$ cat src/rtl/gfx_regs_pkg.sv
// Shared defaults, register map and reset-value helper for the graphics shadow register bank.
package gfx_regs_pkg;

  localparam int unsigned DefNumRegs = 10;
  localparam int unsigned DefDataW   = 16;
  localparam int unsigned DefAddrW   = 4;
  localparam bit          DefAutoEn  = 1'b1;
  localparam int unsigned DefAutoStep = 10;
  localparam int unsigned DefAutoMax  = 999;

  localparam int unsigned PADDLE_1_X = 0;
  localparam int unsigned PADDLE_1_Y = 1;
  localparam int unsigned PADDLE_2_X = 2;
  localparam int unsigned PADDLE_2_Y = 3;
  localparam int unsigned BALL_X     = 4;
  localparam int unsigned BALL_Y     = 5;
  localparam int unsigned BALL_Z     = 6;
  localparam int unsigned P1_SCORE   = 7;
  localparam int unsigned P2_SCORE   = 8;
  localparam int unsigned GAME_STATE = 9;
  localparam int unsigned STATUS     = DefNumRegs;

  localparam int unsigned DefAutoIdx = BALL_Z;

  // Paddles and ball start centred on a 640x480 screen; scores and state start at zero.
  function automatic logic [DefNumRegs*DefDataW-1:0] default_rst_vals();
    logic [DefNumRegs*DefDataW-1:0] v;
    v = '0;
    v[PADDLE_1_X*DefDataW +: DefDataW] = DefDataW'(320);
    v[PADDLE_1_Y*DefDataW +: DefDataW] = DefDataW'(240);
    v[PADDLE_2_X*DefDataW +: DefDataW] = DefDataW'(320);
    v[PADDLE_2_Y*DefDataW +: DefDataW] = DefDataW'(240);
    v[BALL_X*DefDataW +: DefDataW]     = DefDataW'(320);
    v[BALL_Y*DefDataW +: DefDataW]     = DefDataW'(240);
    return v;
  endfunction

endpackage

$ cat src/rtl/gfx_auto_step.sv
// Next-value logic for an animated register: add a fixed step below a ceiling, else wrap to 0.
module gfx_auto_step #(
  parameter int unsigned DATA_W    = 16,
  parameter int unsigned AUTO_STEP = 10,
  parameter int unsigned AUTO_MAX  = 999
) (
  input  logic [DATA_W-1:0] cur_val,
  output logic [DATA_W-1:0] next_val
);

  localparam logic [DATA_W-1:0] Step = DATA_W'(AUTO_STEP);
  localparam logic [DATA_W-1:0] Max  = DATA_W'(AUTO_MAX);

  // Sum is intentionally modular in DATA_W.
  always_comb begin
    if (cur_val < Max) begin
      next_val = cur_val + Step;
    end else begin
      next_val = '0;
    end
  end

endmodule

$ cat src/rtl/gfx_shadow_regfile.sv
// Double-buffered CPU-to-renderer register bank: bus writes hit the shadow bank, which is
// copied atomically into the live bank on frame end (deferrable by hold).
module gfx_shadow_regfile
  import gfx_regs_pkg::*;
#(
  parameter int unsigned NUM_REGS  = DefNumRegs,
  parameter int unsigned DATA_W    = DefDataW,
  parameter int unsigned ADDR_W    = DefAddrW,
  parameter logic [NUM_REGS*DATA_W-1:0] RST_VALS = default_rst_vals(),
  parameter bit          AUTO_EN   = DefAutoEn,
  parameter int unsigned AUTO_IDX  = DefAutoIdx,
  parameter int unsigned AUTO_STEP = DefAutoStep,
  parameter int unsigned AUTO_MAX  = DefAutoMax
) (
  input  logic                       clk,
  input  logic                       rst,
  input  logic                       chipselect,
  input  logic                       read,
  input  logic [ADDR_W-1:0]          data_address,
  input  logic [DATA_W-1:0]          wdata,
  output logic [DATA_W-1:0]          rdata,
  output logic                       rdata_valid,
  input  logic                       frame_end,
  input  logic                       hold,
  output logic [NUM_REGS*DATA_W-1:0] live_regs,
  output logic [NUM_REGS-1:0]        dirty,
  output logic                       commit_pulse
);

  localparam logic [ADDR_W-1:0] StatusAddr = ADDR_W'(NUM_REGS);
  localparam int unsigned       AutoIdx    = (AUTO_IDX < NUM_REGS) ? AUTO_IDX : 0;

  logic [NUM_REGS*DATA_W-1:0] shadow_q, shadow_d;
  logic [NUM_REGS*DATA_W-1:0] live_q;
  logic [NUM_REGS-1:0]        dirty_q, dirty_d;
  logic                       pending_q, pending_d;
  logic [DATA_W-1:0]          rdata_q, rdata_d;
  logic                       rdata_valid_q;
  logic                       commit_pulse_q;

  logic                       wr_en, rd_en, commit_req;
  logic [DATA_W-1:0]          status_word;
  logic [DATA_W-1:0]          auto_next;

  assign wr_en      = chipselect & ~read;
  assign rd_en      = chipselect & read;
  assign commit_req = (frame_end | pending_q) & ~hold;

  gfx_auto_step #(
    .DATA_W    (DATA_W),
    .AUTO_STEP (AUTO_STEP),
    .AUTO_MAX  (AUTO_MAX)
  ) u_auto_step (
    .cur_val  (shadow_q[AutoIdx*DATA_W +: DATA_W]),
    .next_val (auto_next)
  );

  always_comb begin
    status_word                = '0;
    status_word[NUM_REGS-1:0]  = dirty_q;
    status_word[NUM_REGS]      = pending_q;
  end

  // Any held frame_end collapses into a single deferred commit.
  always_comb begin
    pending_d = pending_q;
    if (commit_req) begin
      pending_d = 1'b0;
    end else if (frame_end & hold) begin
      pending_d = 1'b1;
    end
  end

  // Commit effects first, then a same-cycle bus write overrides them for its index.
  always_comb begin
    shadow_d = shadow_q;
    dirty_d  = dirty_q;
    if (commit_req) begin
      dirty_d = '0;
      if (AUTO_EN) begin
        shadow_d[AutoIdx*DATA_W +: DATA_W] = auto_next;
      end
    end
    if (wr_en) begin
      for (int i = 0; i < NUM_REGS; i++) begin
        if (data_address == ADDR_W'(i)) begin
          shadow_d[i*DATA_W +: DATA_W] = wdata;
          dirty_d[i]                   = 1'b1;
        end
      end
    end
  end

  always_comb begin
    rdata_d = '0;
    if (rd_en) begin
      for (int i = 0; i < NUM_REGS; i++) begin
        if (data_address == ADDR_W'(i)) begin
          rdata_d = shadow_q[i*DATA_W +: DATA_W];
        end
      end
      if (data_address == StatusAddr) begin
        rdata_d = status_word;
      end
    end
  end

  always_ff @(posedge clk or negedge rst) begin
    if (!rst) begin
      shadow_q       <= RST_VALS;
      live_q         <= RST_VALS;
      dirty_q        <= '0;
      pending_q      <= 1'b0;
      rdata_q        <= '0;
      rdata_valid_q  <= 1'b0;
      commit_pulse_q <= 1'b0;
    end else begin
      shadow_q       <= shadow_d;
      dirty_q        <= dirty_d;
      pending_q      <= pending_d;
      rdata_q        <= rdata_d;
      rdata_valid_q  <= rd_en;
      commit_pulse_q <= commit_req;
      if (commit_req) begin
        live_q <= shadow_q;
      end
    end
  end

  assign live_regs    = live_q;
  assign dirty        = dirty_q;
  assign rdata        = rdata_q;
  assign rdata_valid  = rdata_valid_q;
  assign commit_pulse = commit_pulse_q;

endmodule

$ cat config.mk
export PLATFORM = sky130hd
export DESIGN_NAME = gfx_shadow_regfile
export DESIGN_NICKNAME = d
export VERILOG_FILES = /design/src/rtl/gfx_regs_pkg.sv /design/src/rtl/gfx_auto_step.sv /design/src/rtl/gfx_shadow_regfile.sv
export SDC_FILE = /design/constraint.sdc
export NUM_CORES = 1
export LEC_CHECK = 0
export CORE_MARGIN = 2
export CORE_UTILIZATION = 45
export DETAILED_ROUTE_END_ITERATION = 7
export PLACE_DENSITY = 0.77
export SYNTH_ARGS = -nofsm -noshare
export SYNTH_HDL_FRONTEND = slang
export SYNTH_SLANG_ARGS = --single-unit
$ cat constraint.sdc
create_clock -name clk -period 2.85 [get_ports clk]
set_clock_uncertainty 0.05 [all_clocks]
set_input_delay 0.57 -clock clk [delete_from_list [all_inputs] [get_ports clk]]
set_output_delay 0.57 -clock clk [all_outputs]
set_load 0.01 [all_outputs]
==> out/summary.md <==
The peak clock frequency supported by timing was 0.448 GHz; the number of remaining DRC errors was 0. The cell family contributing the most delay on the critical path was flip-flops. Walking the worst path, the cells encountered are clkdlybuf4s50_1. In this run the worst hold path is classified as primary input to async pin. The H-tree generated during clock tree synthesis spans 2 levels. The tool flagged a number of max-cap violations equal to 0. The global-route met2 utilization was 0.412. The finished layout holds 2082 standard cells, fillers aside.

The die is 187 µm wide. In this run the remaining antenna-violating nets after routing total 0. The vertical extent of the die works out to 187 µm.

The worst setup slack before clock tree synthesis came out at 0.128 ns. Minimum clock period: 2.23 ns. The number of nets in the layout is 1634. The run gives 815 as the number of DRC markers in iteration 0. For the fraction of met1 tracks used by global routing, the log shows 0.350.

The clock passes through at most 3 buffers. Summed over all layers, the routed wires come to 45.3 mm. At the end of routability-driven placement, the weighted congestion stood at 0.979. TritonCTS built the clock tree. From synthesis to final layout, the design area changed by 25.5%. For this run, the number of Yosys warnings is 0. The logs give 33300 µm² for the area of the placeable core and 15100 µm² for the post-synthesis instance area.

The transition at the pin with the smallest max-transition slack was 0.849 ns; the buffers plus inverters on the worst setup path was 1. At the worst endpoint, the arrival time is 1.61 ns. Initial antenna violation count: 3.

The largest individual stage delay along the critical path comes from the cell sky130_fd_sc_hd__dfstp_2. The run gives 1442 as the net count after synthesis. The average cell area after synthesis is 10.6 µm², and the fraction of registers with async set or reset after synthesis is 1.00. Setup repair after global routing left no endpoint under its margin. The final hold violation count was 8. Of all nets on the critical path, the largest fanout is 2.

Endpoint kind of the worst setup timing path: an output pin. The global-route congestion overflow total is 0, and the final-report setup violation count is 0. The largest single stage delay on the critical path is 0.56 ns. Counting distinct cell types in the post-synthesis netlist gives 65. The final reports fail on hold timing. The floorplan step defined a die boundary enclosing 35000 µm². The layout cell share with drive strength beyond 1 works out to 0.204. After global routing, the most crowded layer is met2. The total count of max-transition violations in the final report came out at 0.

Synthesis inferred 349 register bits. Summing over every cut layer, the via total after detailed routing is 11400. After clock tree synthesis, the setup repair step added 0 buffers.

The slack of the critical path came out at 0.616 ns. The category of the critical setup timing path is register to output pin. In the final routed layout, each cell accounts on average for 21.7 µm. In this run, post-CTS repair resized a total of 0 instances.

The hold slack is -0.0122 ns, and the via count of the first global-routing pass is 11600. The CTS clock-pin slew for the worst setup and hold paths was 0.06 ns; the clock network latency to the later pin of the worst-skew pair was 0.51 ns. In this run, synthesis inferred 0 flip-flops with an integrated enable. Counting the buffers created by CTS gives 36.

Among all flip-flop cells after synthesis, the most frequent one is sky130_fd_sc_hd__dfrtp_1. In this run the tool buffered the top-level ports with 213 buffer cells. The tools report the worst relative slew slack as 0.433.

IR analysis of the VDD net gives a maximum drop of 0.493 mV. For this design, the sink count on the clock tree is 349. The number of placed instances, taps included, is 2017. The logs give 2.23 ns for the required time of the critical path and 0.583 for the proportion of synthesized chip area in sequential cells. In this run the core area contains 67 standard-cell rows. The first global-routing pass estimated 69.9 mm of wire.

The cell chosen for the clock root was sky130_fd_sc_hd__clkbuf_16. In this run, post-CTS hold repair placed 0 buffers. The first detailed-routing pass took 5 iterations. Entering global routing, the biggest net connects 144 pins.

The total global-route track usage is 0.260, and the via density per instance is 5.50. Detailed placement ended at an HPWL of 31.6 mm. The fraction of the cycle the final worst path needs was 0.784.

The run finished, with violations left. The power per cell area came out at 794 nW/µm². STA classifies the critical path startpoint as a register. Synthesis produced 1415 cells. Initial cell density of the core: 0.453.

The number of top-level pins is 214, and the static power due to leakage is 0.00892 µW. The global-route met3 utilization was 0.0567; the setup TNS after final layout was 0 ns.
[cell families after synthesis]
family / synth area share
AOI/OAI and AO/OA: 0.0612
xor gates and xnor gates: 0.00291
adders and majority gates: 0.000830
buffers and inverters: 0.0360
DFF: 0.583
muxes: 0.146
and+or+nand+nor: 0.170
[worst reg2reg max path, stage by stage (launching register included)]
cell	delay [ns]
sky130_fd_sc_hd__dfrtp_1	0.51
sky130_fd_sc_hd__nor4_4	0.34
sky130_fd_sc_hd__nand2_2	0.13
sky130_fd_sc_hd__or2_4	0.27
sky130_fd_sc_hd__or3_1	0.34
sky130_fd_sc_hd__a31oi_1	0.17
[where the power goes]
part	switching [µW]	internal, µW
Combinational	1480	1690
Clock	1940	2980
Sequential	934	6000
[state kept, by name, summed over array words and instances (netlist names)]
name / flops
commit_pulse: 1
dirty: 10
live_regs: 160
pending_q: 1
rdata: 16
rdata_valid: 1
shadow_q: 160
[layout by cell type, fill, tap and decap left out, drive strengths merged, types with 3 or more instances in the layout]
cell           count
nand2            533
dfrtp            313
clkdlybuf4s50    210
mux2             154
buf               45
clkbuf            44
o21ai             41
dfstp             36
a21oi             33
nor2              23
nand3             16
mux2i             15
mux4              14
a22oi             12
inv               12
clkinv            11
o22ai             10
nor2b             10
nor3              10
nand2b             9
o21a               6
a31oi              6
bufinv             6
and3               5
xor2               4
or3                4
o311ai             4
a211oi             4
a21o               4
nand4              3
a22o               3
a221o              3
[cells in the mapped netlist, types with 14 or more instances]
cell	number	share of area
sky130_fd_sc_hd__a21oi_1	33	0.011
sky130_fd_sc_hd__buf_1	22	0.0055
sky130_fd_sc_hd__buf_2	35	0.012
sky130_fd_sc_hd__clkbuf_1	28	0.0070
sky130_fd_sc_hd__dfrtp_1	313	0.52
sky130_fd_sc_hd__dfstp_2	36	0.063
sky130_fd_sc_hd__mux2_2	152	0.11
sky130_fd_sc_hd__mux2i_1	15	0.010
sky130_fd_sc_hd__mux4_2	14	0.021
sky130_fd_sc_hd__nand2_1	526	0.13
sky130_fd_sc_hd__nand3_1	14	0.0047
sky130_fd_sc_hd__nor2_1	22	0.0055
sky130_fd_sc_hd__o21ai_0	31	0.010
[final timing paths]
check	from	endpoint	slack (ns)	cells past startpoint
worst max-delay path	live_regs[54]$_DFFE_PN1P_	live_regs[54]	0.62	1
worst min-delay path	rst	live_regs[36]$_DFFE_PN0P_	-0.01	1
worst max register to register	shadow_q[106]$_DFF_PN0_	shadow_q[101]$_DFF_PN0_	0.96	5
worst min register to register	live_regs[86]$_DFFE_PN1P_	live_regs[86]$_DFFE_PN1P_	0.41	2
max in group asynchronous	rst	shadow_q[55]$_DFFE_PN1P_	1.85	2
min in group clk	live_regs[86]$_DFFE_PN1P_	live_regs[86]$_DFFE_PN1P_	0.41	2
[stage by stage]
| step | util | area, µm² | power, µW | hold WS [ns] |
|---|---|---|---|---|
| CTS | 0.568 | 18900 | 15100 | 0.00300 |
| finish | 0.568 | 18900 | 15000 | -0.0122 |
| floorplan | - | 15100 | 8240 | 0.224 |
| detailed placement | 0.531 | 17700 | 10100 | 0.398 |
| global route | 0.568 | 18900 | 15700 | 0.0207 |
| global placement | 0.531 | 17700 | 10100 | 0.397 |
[area by class of cell]
class / instances / area (µm²)
fillers: 2794 / 14400
clock inverters: 20 / 263
well taps: 448 / 561
repair buffers: 255 / 2530
flip-flops and latches: 349 / 8780
multi-input cells: 954 / 5760
diodes: 1 / 2.50
inverters: 11 / 43.8
clock buffers: 44 / 972
[per-layer routing]
metal | up-vias | part of all wire
li1 | 5116 | -
met1 | 5763 | 0.42
met2 | 455 | 0.47
met3 | 104 | 0.073
met4 | 4 | 0.039
met5 | - | 0.00066
(Power assumes the default switching activity.)
